### src/rtl/mac_rx_monitor_if.sv
// Receive byte-stream bundle for up to four MAC channels sharing one clock.
interface mac_rx_monitor_if #(
  parameter int ETHCOUNT = 1
) ();

  logic [8*ETHCOUNT-1:0] mac_rx_data;
  logic [ETHCOUNT-1:0]   mac_rx_valid;
  logic [ETHCOUNT-1:0]   mac_rx_sof;
  logic [ETHCOUNT-1:0]   mac_rx_eof;
  logic [ETHCOUNT-1:0]   mac_rx_fr_good;
  logic [ETHCOUNT-1:0]   mac_rx_fr_err;

  modport master (
    output mac_rx_data,
    output mac_rx_valid,
    output mac_rx_sof,
    output mac_rx_eof,
    output mac_rx_fr_good,
    output mac_rx_fr_err
  );

  modport slave (
    input mac_rx_data,
    input mac_rx_valid,
    input mac_rx_sof,
    input mac_rx_eof,
    input mac_rx_fr_good,
    input mac_rx_fr_err
  );

endinterface

### src/rtl/mac_rx_monitor.sv
// Per-channel receive-frame classifier: good/bad/runt/oversize/byte statistics,
// sticky error flags, an aggregate bad-frame pulse and a registered readout port.
module mac_rx_monitor #(
  parameter int ETHCOUNT = 1,
  parameter int CNT_W    = 32,
  parameter int LEN_W    = 14,
  parameter int MIN_LEN  = 64,
  parameter int MAX_LEN  = 1518
) (
  input  logic                clk,
  input  logic                rst,
  mac_rx_monitor_if.slave     rx,
  input  logic                clear,
  input  logic [1:0]          rd_ch,
  input  logic [2:0]          rd_idx,
  output logic [CNT_W-1:0]    rd_data,
  output logic [ETHCOUNT-1:0] err_sticky,
  output logic [ETHCOUNT-1:0] sync_err,
  output logic                err_det
);

  localparam int IDX_GOOD  = 0;
  localparam int IDX_BAD   = 1;
  localparam int IDX_RUNT  = 2;
  localparam int IDX_OVER  = 3;
  localparam int IDX_BYTES = 4;
  localparam int NCNT      = 5;
  localparam logic [LEN_W-1:0] MIN_L = LEN_W'(MIN_LEN);
  localparam logic [LEN_W-1:0] MAX_L = LEN_W'(MAX_LEN);

  typedef enum logic [0:0] {IDLE = 1'b0, INFRAME = 1'b1} state_t;

  state_t              state_r     [ETHCOUNT];
  state_t              state_nxt_s [ETHCOUNT];
  logic [LEN_W-1:0]    len_r       [ETHCOUNT];
  logic [LEN_W-1:0]    len_nxt_s   [ETHCOUNT];
  logic [ETHCOUNT-1:0] ferr_r;
  logic [ETHCOUNT-1:0] ferr_nxt_s;
  logic [1:0]          inc_s       [ETHCOUNT][NCNT];
  logic [CNT_W-1:0]    cnt_r       [ETHCOUNT][NCNT];
  logic [ETHCOUNT-1:0] bad_close_s;
  logic [ETHCOUNT-1:0] set_sync_s;
  logic [ETHCOUNT-1:0] err_sticky_r;
  logic [ETHCOUNT-1:0] sync_err_r;
  logic [CNT_W-1:0]    rd_sel_s;
  logic [CNT_W-1:0]    rd_data_r;
  logic                err_det_r;
  logic                data_unused_s;

  // Increment of up to two per cycle (truncation plus a one-byte bad frame)
  function automatic logic [CNT_W-1:0] sat_add(input logic [CNT_W-1:0] a, input logic [1:0] n);
    logic [CNT_W:0] s;
    s = {1'b0, a} + (CNT_W+1)'(n);
    if (s[CNT_W]) begin
      sat_add = {CNT_W{1'b1}};
    end else begin
      sat_add = s[CNT_W-1:0];
    end
  endfunction

  assign data_unused_s = ^rx.mac_rx_data;

  // Per-channel next state, frame length, error latch and counter increments
  always_comb begin
    logic             start_v;
    logic             close_v;
    logic [LEN_W-1:0] close_len_v;
    logic             close_ferr_v;
    logic [LEN_W-1:0] len_inc_v;
    logic             bad_v;
    logic             runt_v;
    logic             over_v;
    bad_close_s = {ETHCOUNT{1'b0}};
    set_sync_s  = {ETHCOUNT{1'b0}};
    ferr_nxt_s  = ferr_r;
    for (int c = 0; c < ETHCOUNT; c++) begin
      state_nxt_s[c] = state_r[c];
      len_nxt_s[c]   = len_r[c];
      for (int k = 0; k < NCNT; k++) begin
        inc_s[c][k] = 2'd0;
      end
      start_v      = 1'b0;
      close_v      = 1'b0;
      close_len_v  = len_r[c];
      close_ferr_v = 1'b0;
      len_inc_v    = (len_r[c] == {LEN_W{1'b1}}) ? len_r[c] : len_r[c] + LEN_W'(1);
      case (state_r[c])
        IDLE: begin
          if (rx.mac_rx_valid[c] & rx.mac_rx_sof[c]) begin
            start_v = 1'b1;
          end else if (rx.mac_rx_valid[c]) begin
            set_sync_s[c] = 1'b1;
          end else begin
            start_v = 1'b0;
          end
        end
        INFRAME: begin
          if (rx.mac_rx_valid[c] & rx.mac_rx_sof[c]) begin
            // A new sof truncates the open frame: bad, but no length check
            start_v             = 1'b1;
            inc_s[c][IDX_BAD]   = 2'd1;
            bad_close_s[c]      = 1'b1;
          end else if (rx.mac_rx_valid[c]) begin
            len_nxt_s[c]          = len_inc_v;
            ferr_nxt_s[c]         = ferr_r[c] | rx.mac_rx_fr_err[c];
            inc_s[c][IDX_BYTES]   = 2'd1;
            close_v               = rx.mac_rx_eof[c];
            close_len_v           = len_inc_v;
            close_ferr_v          = ferr_r[c] | rx.mac_rx_fr_err[c];
          end else begin
            ferr_nxt_s[c] = ferr_r[c] | rx.mac_rx_fr_err[c];
          end
        end
        default: begin
          state_nxt_s[c] = IDLE;
        end
      endcase
      if (start_v) begin
        state_nxt_s[c]      = INFRAME;
        len_nxt_s[c]        = LEN_W'(1);
        ferr_nxt_s[c]       = rx.mac_rx_fr_err[c];
        inc_s[c][IDX_BYTES] = 2'd1;
        close_v             = rx.mac_rx_eof[c];
        close_len_v         = LEN_W'(1);
        close_ferr_v        = rx.mac_rx_fr_err[c];
      end else begin
        close_v = close_v;
      end
      bad_v  = ~rx.mac_rx_fr_good[c] | close_ferr_v;
      runt_v = close_len_v < MIN_L;
      over_v = close_len_v > MAX_L;
      if (close_v) begin
        state_nxt_s[c]     = IDLE;
        inc_s[c][IDX_GOOD] = {1'b0, ~(bad_v | runt_v | over_v)};
        inc_s[c][IDX_BAD]  = inc_s[c][IDX_BAD] + {1'b0, bad_v};
        inc_s[c][IDX_RUNT] = {1'b0, runt_v};
        inc_s[c][IDX_OVER] = {1'b0, over_v};
        bad_close_s[c]     = bad_close_s[c] | bad_v;
      end else begin
        state_nxt_s[c] = state_nxt_s[c];
      end
    end
  end

  // Readout select; out-of-range channel or index yields zero
  always_comb begin
    rd_sel_s = {CNT_W{1'b0}};
    for (int c = 0; c < ETHCOUNT; c++) begin
      for (int k = 0; k < NCNT; k++) begin
        if ((rd_ch == 2'(c)) && (rd_idx == 3'(k))) begin
          rd_sel_s = cnt_r[c][k];
        end else begin
          rd_sel_s = rd_sel_s;
        end
      end
    end
  end

  // Channel FSM, length and error-latch registers
  always_ff @(posedge clk) begin
    if (rst) begin
      for (int c = 0; c < ETHCOUNT; c++) begin
        state_r[c] <= IDLE;
        len_r[c]   <= {LEN_W{1'b0}};
      end
      ferr_r <= {ETHCOUNT{1'b0}};
    end else begin
      for (int c = 0; c < ETHCOUNT; c++) begin
        state_r[c] <= state_nxt_s[c];
        len_r[c]   <= len_nxt_s[c];
      end
      ferr_r <= ferr_nxt_s;
    end
  end

  // Statistics, sticky flags and registered outputs; clear beats any increment
  always_ff @(posedge clk) begin
    if (rst) begin
      for (int c = 0; c < ETHCOUNT; c++) begin
        for (int k = 0; k < NCNT; k++) begin
          cnt_r[c][k] <= {CNT_W{1'b0}};
        end
      end
      err_sticky_r <= {ETHCOUNT{1'b0}};
      sync_err_r   <= {ETHCOUNT{1'b0}};
      err_det_r    <= 1'b0;
      rd_data_r    <= {CNT_W{1'b0}};
    end else begin
      err_det_r <= |bad_close_s;
      rd_data_r <= rd_sel_s;
      if (clear) begin
        for (int c = 0; c < ETHCOUNT; c++) begin
          for (int k = 0; k < NCNT; k++) begin
            cnt_r[c][k] <= {CNT_W{1'b0}};
          end
        end
        err_sticky_r <= {ETHCOUNT{1'b0}};
        sync_err_r   <= {ETHCOUNT{1'b0}};
      end else begin
        for (int c = 0; c < ETHCOUNT; c++) begin
          for (int k = 0; k < NCNT; k++) begin
            cnt_r[c][k] <= sat_add(cnt_r[c][k], inc_s[c][k]);
          end
        end
        err_sticky_r <= err_sticky_r | bad_close_s;
        sync_err_r   <= sync_err_r | set_sync_s;
      end
    end
  end

  assign rd_data    = rd_data_r;
  assign err_sticky = err_sticky_r;
  assign sync_err   = sync_err_r;
  assign err_det    = err_det_r;

endmodule

### src/flat_wrapper.sv
// flat-port wrapper written by rule: the top's interface ports become plain ports
module mac_rx_monitor_flat 
#(
  parameter int ETHCOUNT = 1,
  parameter int CNT_W    = 32,
  parameter int LEN_W    = 14,
  parameter int MIN_LEN  = 64,
  parameter int MAX_LEN  = 1518
)
  (clk, rst, clear, rd_ch, rd_idx, rd_data, err_sticky, sync_err, err_det, rx_mac_rx_data, rx_mac_rx_valid, rx_mac_rx_sof, rx_mac_rx_eof, rx_mac_rx_fr_good, rx_mac_rx_fr_err);
  mac_rx_monitor_if #(.ETHCOUNT(ETHCOUNT)) rx_i ();
  input  logic clk;
  input  logic rst;
  input  logic clear;
  input  logic [1:0] rd_ch;
  input  logic [2:0] rd_idx;
  output logic [CNT_W-1:0] rd_data;
  output logic [ETHCOUNT-1:0] err_sticky;
  output logic [ETHCOUNT-1:0] sync_err;
  output logic err_det;
  input wire logic [$bits(rx_i.mac_rx_data)-1:0] rx_mac_rx_data;
  input wire logic [$bits(rx_i.mac_rx_valid)-1:0] rx_mac_rx_valid;
  input wire logic [$bits(rx_i.mac_rx_sof)-1:0] rx_mac_rx_sof;
  input wire logic [$bits(rx_i.mac_rx_eof)-1:0] rx_mac_rx_eof;
  input wire logic [$bits(rx_i.mac_rx_fr_good)-1:0] rx_mac_rx_fr_good;
  input wire logic [$bits(rx_i.mac_rx_fr_err)-1:0] rx_mac_rx_fr_err;
  assign rx_i.mac_rx_data = rx_mac_rx_data;
  assign rx_i.mac_rx_valid = rx_mac_rx_valid;
  assign rx_i.mac_rx_sof = rx_mac_rx_sof;
  assign rx_i.mac_rx_eof = rx_mac_rx_eof;
  assign rx_i.mac_rx_fr_good = rx_mac_rx_fr_good;
  assign rx_i.mac_rx_fr_err = rx_mac_rx_fr_err;
  mac_rx_monitor #(.ETHCOUNT(ETHCOUNT), .CNT_W(CNT_W), .LEN_W(LEN_W), .MIN_LEN(MIN_LEN), .MAX_LEN(MAX_LEN)) u_core (.clk(clk), .rst(rst), .rx(rx_i), .clear(clear), .rd_ch(rd_ch), .rd_idx(rd_idx), .rd_data(rd_data), .err_sticky(err_sticky), .sync_err(sync_err), .err_det(err_det));
endmodule
### config.mk
export PLATFORM = sky130hd
export DESIGN_NAME = mac_rx_monitor_flat
export DESIGN_NICKNAME = d
export VERILOG_FILES = /design/src/rtl/mac_rx_monitor_if.sv /design/src/rtl/mac_rx_monitor.sv /design/src/flat_wrapper.sv
export SDC_FILE = /design/constraint.sdc
export NUM_CORES = 1
export LEC_CHECK = 0
export ABC_AREA = 1
export CORE_AREA = 2 2 234 236
export DETAILED_ROUTE_END_ITERATION = 10
export DIE_AREA = 0 0 236 238
export PLACE_DENSITY = 0.37
export SLEW_MARGIN = 40
export SYNTH_ARGS = -nofsm -noshare
export SYNTH_HDL_FRONTEND = slang
export SYNTH_SLANG_ARGS = --single-unit
### constraint.sdc
create_clock -name clk -period 8.3 [get_ports clk]
set_clock_uncertainty 0.05 [all_clocks]
set_input_delay 0.83 -clock clk [delete_from_list [all_inputs] [get_ports clk]]
set_output_delay 0.83 -clock clk [all_outputs]
set_load 0.02 [all_outputs]
After elaboration in Yosys (flattened, before gate mapping)
Memories as Yosys holds them, arrays and structs flattened.
Cells that the tools add are included.
{"block": "totals", "mem_bits_ro": 0, "latch_bits": 0, "regBits": 36, "mem_count": 3, "elab_cells": 139, "mem_bits_rw": 175}
{"name": "u_core.cnt_r", "words": 1, "width": 160, "read_ports": 1, "rd_clocked_by_memory_dff": 0, "write_ports": 5, "line": "mac_rx_monitor.sv:40", "source": "logic [CNT_W-1:0] cnt_r [ETHCOUNT][NCNT];"}
{"name": "u_core.len_r", "words": 1, "width": 14, "read_ports": 1, "rd_clocked_by_memory_dff": 0, "write_ports": 1, "line": "mac_rx_monitor.sv:35", "source": "logic [LEN_W-1:0] len_r [ETHCOUNT];"}
{"name": "u_core.state_r", "words": 1, "width": 1, "read_ports": 1, "rd_clocked_by_memory_dff": 0, "write_ports": 1, "line": "mac_rx_monitor.sv:33", "source": "state_t state_r [ETHCOUNT];"}
{"block": "classes", "muxes": 84, "magnitude_cmp": 2, "n_bitwise": 10, "n_mul": 0, "n_div": 0, "shift": 0, "eq_ne": 6, "n_reduce_logical": 22, "add_sub_neg": 7}
{"op": "$mux W160", "n": 10}
{"op": "$reduce_or A160 Y1", "n": 10}
{"op": "$mux W32", "n": 20}
{"op": "$add A32 B2 Y33", "n": 4}
{"op": "$mux W14", "n": 6}
{"op": "$add A32 B1 Y33", "n": 1}
{"op": "$mux W1", "n": 33}
{"op": "$mux W2", "n": 14}
{"op": "$add A14 B1 Y14 const B", "n": 1}
{"op": "$eq A14 B14 Y1 const B", "n": 1}
{"op": "$gt A14 B11 Y1 const B", "n": 1}
{"op": "$lt A14 B7 Y1 const B", "n": 1}
{"op": "$reduce_or A14 Y1", "n": 1}
{"op": "$mux W7", "n": 1}
{"op": "$or A1 B1 Y1", "n": 7}
{"op": "$eq A3 B2 Y1 const B", "n": 2}
{"op": "$logic_and A1 B1 Y1", "n": 5}
{"op": "$eq A3 B1 Y1 const B", "n": 1}
{"op": "$eq A3 B3 Y1 const B", "n": 1}
{"op": "$logic_not A3 Y1", "n": 1}
{"op": "$add A2 B1 Y2", "n": 1}
{"op": "$logic_not A2 Y1", "n": 1}
{"op": "$ne A2 B2 Y1 const B", "n": 1}
{"op": "$not A1 Y1", "n": 2}
{"op": "other kinds (5)", "n": 5}

Depth between registers and ports, before layout
An unclocked memory read counts as a cell.
{"block": "depth", "depth_word": 17, "depth_mapped": 31, "mapped_depth_nobuf": 31}

Least setup slack after synthesis
No wires, ideal clock.
{"block": "synth_path", "kind": "in2reg", "from": "input rx_mac_rx_sof", "to": "memory u_core.cnt_r[0][124] (netlist bit) (data pin)", "setup_ps": 256, "t_arrival_ps": 3820, "path_buffers": 1, "path_slack_ps": 4174, "stages": 21, "required_time_ps": 7994, "path_cell_list": "nand2_1 > clkbuf_1 > a21oi_1 > o21ai_0 > inv_1 > ha_1 > nand2_1 > nand2_1 > ha_1 > inv_1 > fa_1 > nor3_4 > nand2_2 > nor2_4 > nand3_1 > nor3_2 > nand2_1 > nor2_2 > nand2_1 > o211ai_1 > inv_1"}
{"element": "start: declaration", "line": "flat_wrapper.sv:23", "source": "input wire logic [$bits(rx_i.mac_rx_sof)-1:0] rx_mac_rx_sof;"}
{"element": "end: declaration", "line": "mac_rx_monitor.sv:40"}

==> flow_summary.toml <==
[status]
outcome = "completed"

[grt]
grt_pass1_vias = 11200
antenna_found_initial = 0
grt_overflow = 0
grt_start_max_net_pins = 78
track_usage = 0.154
grt_first_pass_wirelength_um = 67300

[power]
powerDensity_nw_per_um2 = 166
power_leakage_nw = 6.89
power.total_mw = 2.67
ir_drop_mv = 0.153

[floorplan]
dieArea_sq_um = 56200
die_w_um = 236
die_y_um = 238
fp-row-count = 85
io_pins = 56
core_sq_um = 53500
start_util = 0.249

[cts]
cts_tree = "yes"
cts_buffer_depth = 3
cts-root-buf = "clkbuf_16"
post_cts_buffers = 0
htree_levels = 1
clock_sinks = 211
cts_resized = 0
cts_buffers = 30
insertion_delay_ns = 0.58
clk_pin_slew_worst_paths_ns = 0.05
holdBufCountCts = 0

[placed_design]
io_buffers = 47
dpl.hpwl_um = 32900
finalWeightedCongestion = 0.846
dp_cells = 2609

[routing]
drc = 0
drt_wl_total_um = 43800
detail-route-antenna-nets = 0
via_per_inst = 4.40
vias = 11700
drtIter0Drc = 755
drt_pass1_iterations = 5
post_drt_wl_per_cell_um = 16.4

[yosys]
async_reset_ff_frac = 0
syn_inst = 1744
synth_edf_count = 160
synth_top_cell_area_share = 0.361
syn_area_per_cell_sq_um = 7.63
syn_area_sq_um = 13300
synth_area_leaders = "edfxtp_1, nand2_1, inv_1, dfxtp_1, nor2_1"
ys_seq_area_frac = 0.438
ys_ff_latch = 211
netlist_top_cells_count = "nand2_1, inv_1, nor2_1, edfxtp_1, a21oi_1"
ys_types = 53
ys_warn_count = 0
yosysMostFrequentCell = "nand2_1"
synth_area_leader_cell = "edfxtp_1"
synthFlopType = "edfxtp_1"

[timing]
timing.final.hold_violations = 0
fin_crit_sh = 0.630
tns_ns = 0
slew_headroom = 0.499
min_period_ns = 5.23
report.final.slew_viol_count = 0
grt_setup_unrepaired = "no"
finalSetupViolations = 0
worst_slew_pin_slew_ns = 0.751
max_freq_ghz = 0.191

[setup_path]
rr_endpoint = "u_core.cnt_r[0][61]"
startpoint = "rx_mac_rx_valid"
cp-end-kind = "flip-flop"
critPathCapture = "u_core.cnt_r[0][117]"
reg2reg_slack_ns = 3.81
start_kind = "input port"
cp.required_ns = 8.69
reg2reg_from = "u_core.len_r[0][1]"
worstSetupPathType = "input port to flip-flop"
cp_max_fo = 21
reg2regPathDepth = 24
cp_data_arrival_time_ns = 5.62

[cells_and_area]
layout-drive-gt1-share = 0.0579
finalNetCount = 1980
diodes = 0
syn_to_final_growth_pct = 20.8
fin_cells = 2664
fillers = 5862

[run]
cap_violations = 0

[min_path]
hold_path.class = "flip-flop to flip-flop"
==> area by class of cell <==
class                      instances  area, sq um  area share
clock buffer                      49          915      0.0569
clock inverter                     6         33.8     0.00210
inverter                         310         1160      0.0724
multi-input combinational       1333         6710       0.417
sequential                       211         5830       0.362
tap                              696          871      0.0542
timing repair buffer              59          557      0.0346
==> critical path, cell delays in order <==
cell	delay, ns
clkdlybuf4s50_1	0.57
nand2_1	0.48
inv_1	0.24
nor2_1	0.11
o21ai_0	0.37
inv_1	0.09
ha_1	0.28
nand2_1	0.05
nand2_1	0.07
ha_1	0.15
inv_1	0.05
fa_1	0.43
nor3_4	0.30
nand2_2	0.16
inv_1	0.08
nand3_1	0.10
inv_1	0.08
nand4_2	0.36
inv_1	0.47
a21oi_1	0.08
or2_1	0.22
inv_1	0.05
==> registers in the layout, indices dropped and copies added, names as in the netlist <==
signal and cells:
u_core.state_r 1, u_core.cnt_r 160, u_core.err_det 1, u_core.ferr_r 1, u_core.len_r 14, u_core.err_sticky 1, u_core.rd_data 32, u_core.sync_err 1
==> where the power goes <==
group	internal, mW	switching, mW
registers	1.19	0.0483
logic	0.0572	0.127
clock network	0.746	0.504
total	1.99	0.679
==> worst min-delay path by stage <==
stage                            to  depth (start not counted)             from
finish              u_core.sync_err                          1  u_core.sync_err
global route        u_core.sync_err                          1  u_core.sync_err
CTS                 u_core.sync_err                          1  u_core.sync_err
detailed placement  u_core.sync_err                          1  u_core.sync_err
global placement    u_core.sync_err                          1  u_core.sync_err
floorplan             u_core.ferr_r                          2    u_core.ferr_r
==> metal layers <==
| metal | part of all wire | global-route usage | up-vias |
|---|---|---|---|
| met4 | 0.019 | 0.0313 | 0 |
| met5 | 0 | 0 | - |
| met2 | 0.45 | 0.250 | 168 |
| li1 | - | - | 6000 |
| met3 | 0.036 | 0.0204 | 43 |
| met1 | 0.50 | 0.220 | 5512 |
==> logic make-up (layout without fill, tap and decap cells) <==
kind of cell / after synthesis / after routing / synth area share
DFF: 211 / 211 / 0.438
and+or+nand+nor: 804 / 804 / 0.275
adders and majority gates: 14 / 14 / 0.0137
other: 1 / 160 / 0.000282
buffers and inverters: 359 / 424 / 0.104
AOI/OAI and AO/OA: 264 / 264 / 0.109
xor gates and xnor gates: 91 / 91 / 0.0599
==> stage by stage <==
| stage | util | setup slack, ns | hold WS [ns] | area, sq um |
|---|---|---|---|---|
| final | 0.300 | 3.07 | 0.419 | 16100 |
| after global routing | 0.300 | 2.55 | 0.434 | 16100 |
| after CTS | 0.300 | 2.99 | 0.426 | 16100 |
| after detailed placement | 0.283 | 2.40 | 0.413 | 15100 |
| after global placement | 0.283 | 2.42 | 0.402 | 15100 |
| after floorplan | - | 4.17 | 0.403 | 13900 |
==> placed cells by master, fill, tap and decap left out, drive strengths merged, types with 2 or more instances in the layout <==
master,netlist,routed
a21oi,99,99
a221oi,2,2
a31oi,32,32
and2,2,2
buf,17,13
clkbuf,32,49
clkdlybuf4s50,0,46
clkinv,0,3
conb,1,160
dfxtp,51,51
edfxtp,160,160
ha,13,13
inv,310,313
nand2,350,350
nand3,86,86
nand3b,3,3
nand4,39,39
nor2,216,216
nor3,69,69
nor3b,2,2
nor4,25,25
o2111ai,2,2
o211ai,5,5
o21ai,87,87
o221ai,2,2
o22ai,25,25
o31ai,6,6
or2,9,9
xnor2,15,15
xor2,76,76
Note: power is estimated with default switching activity, not from simulation.
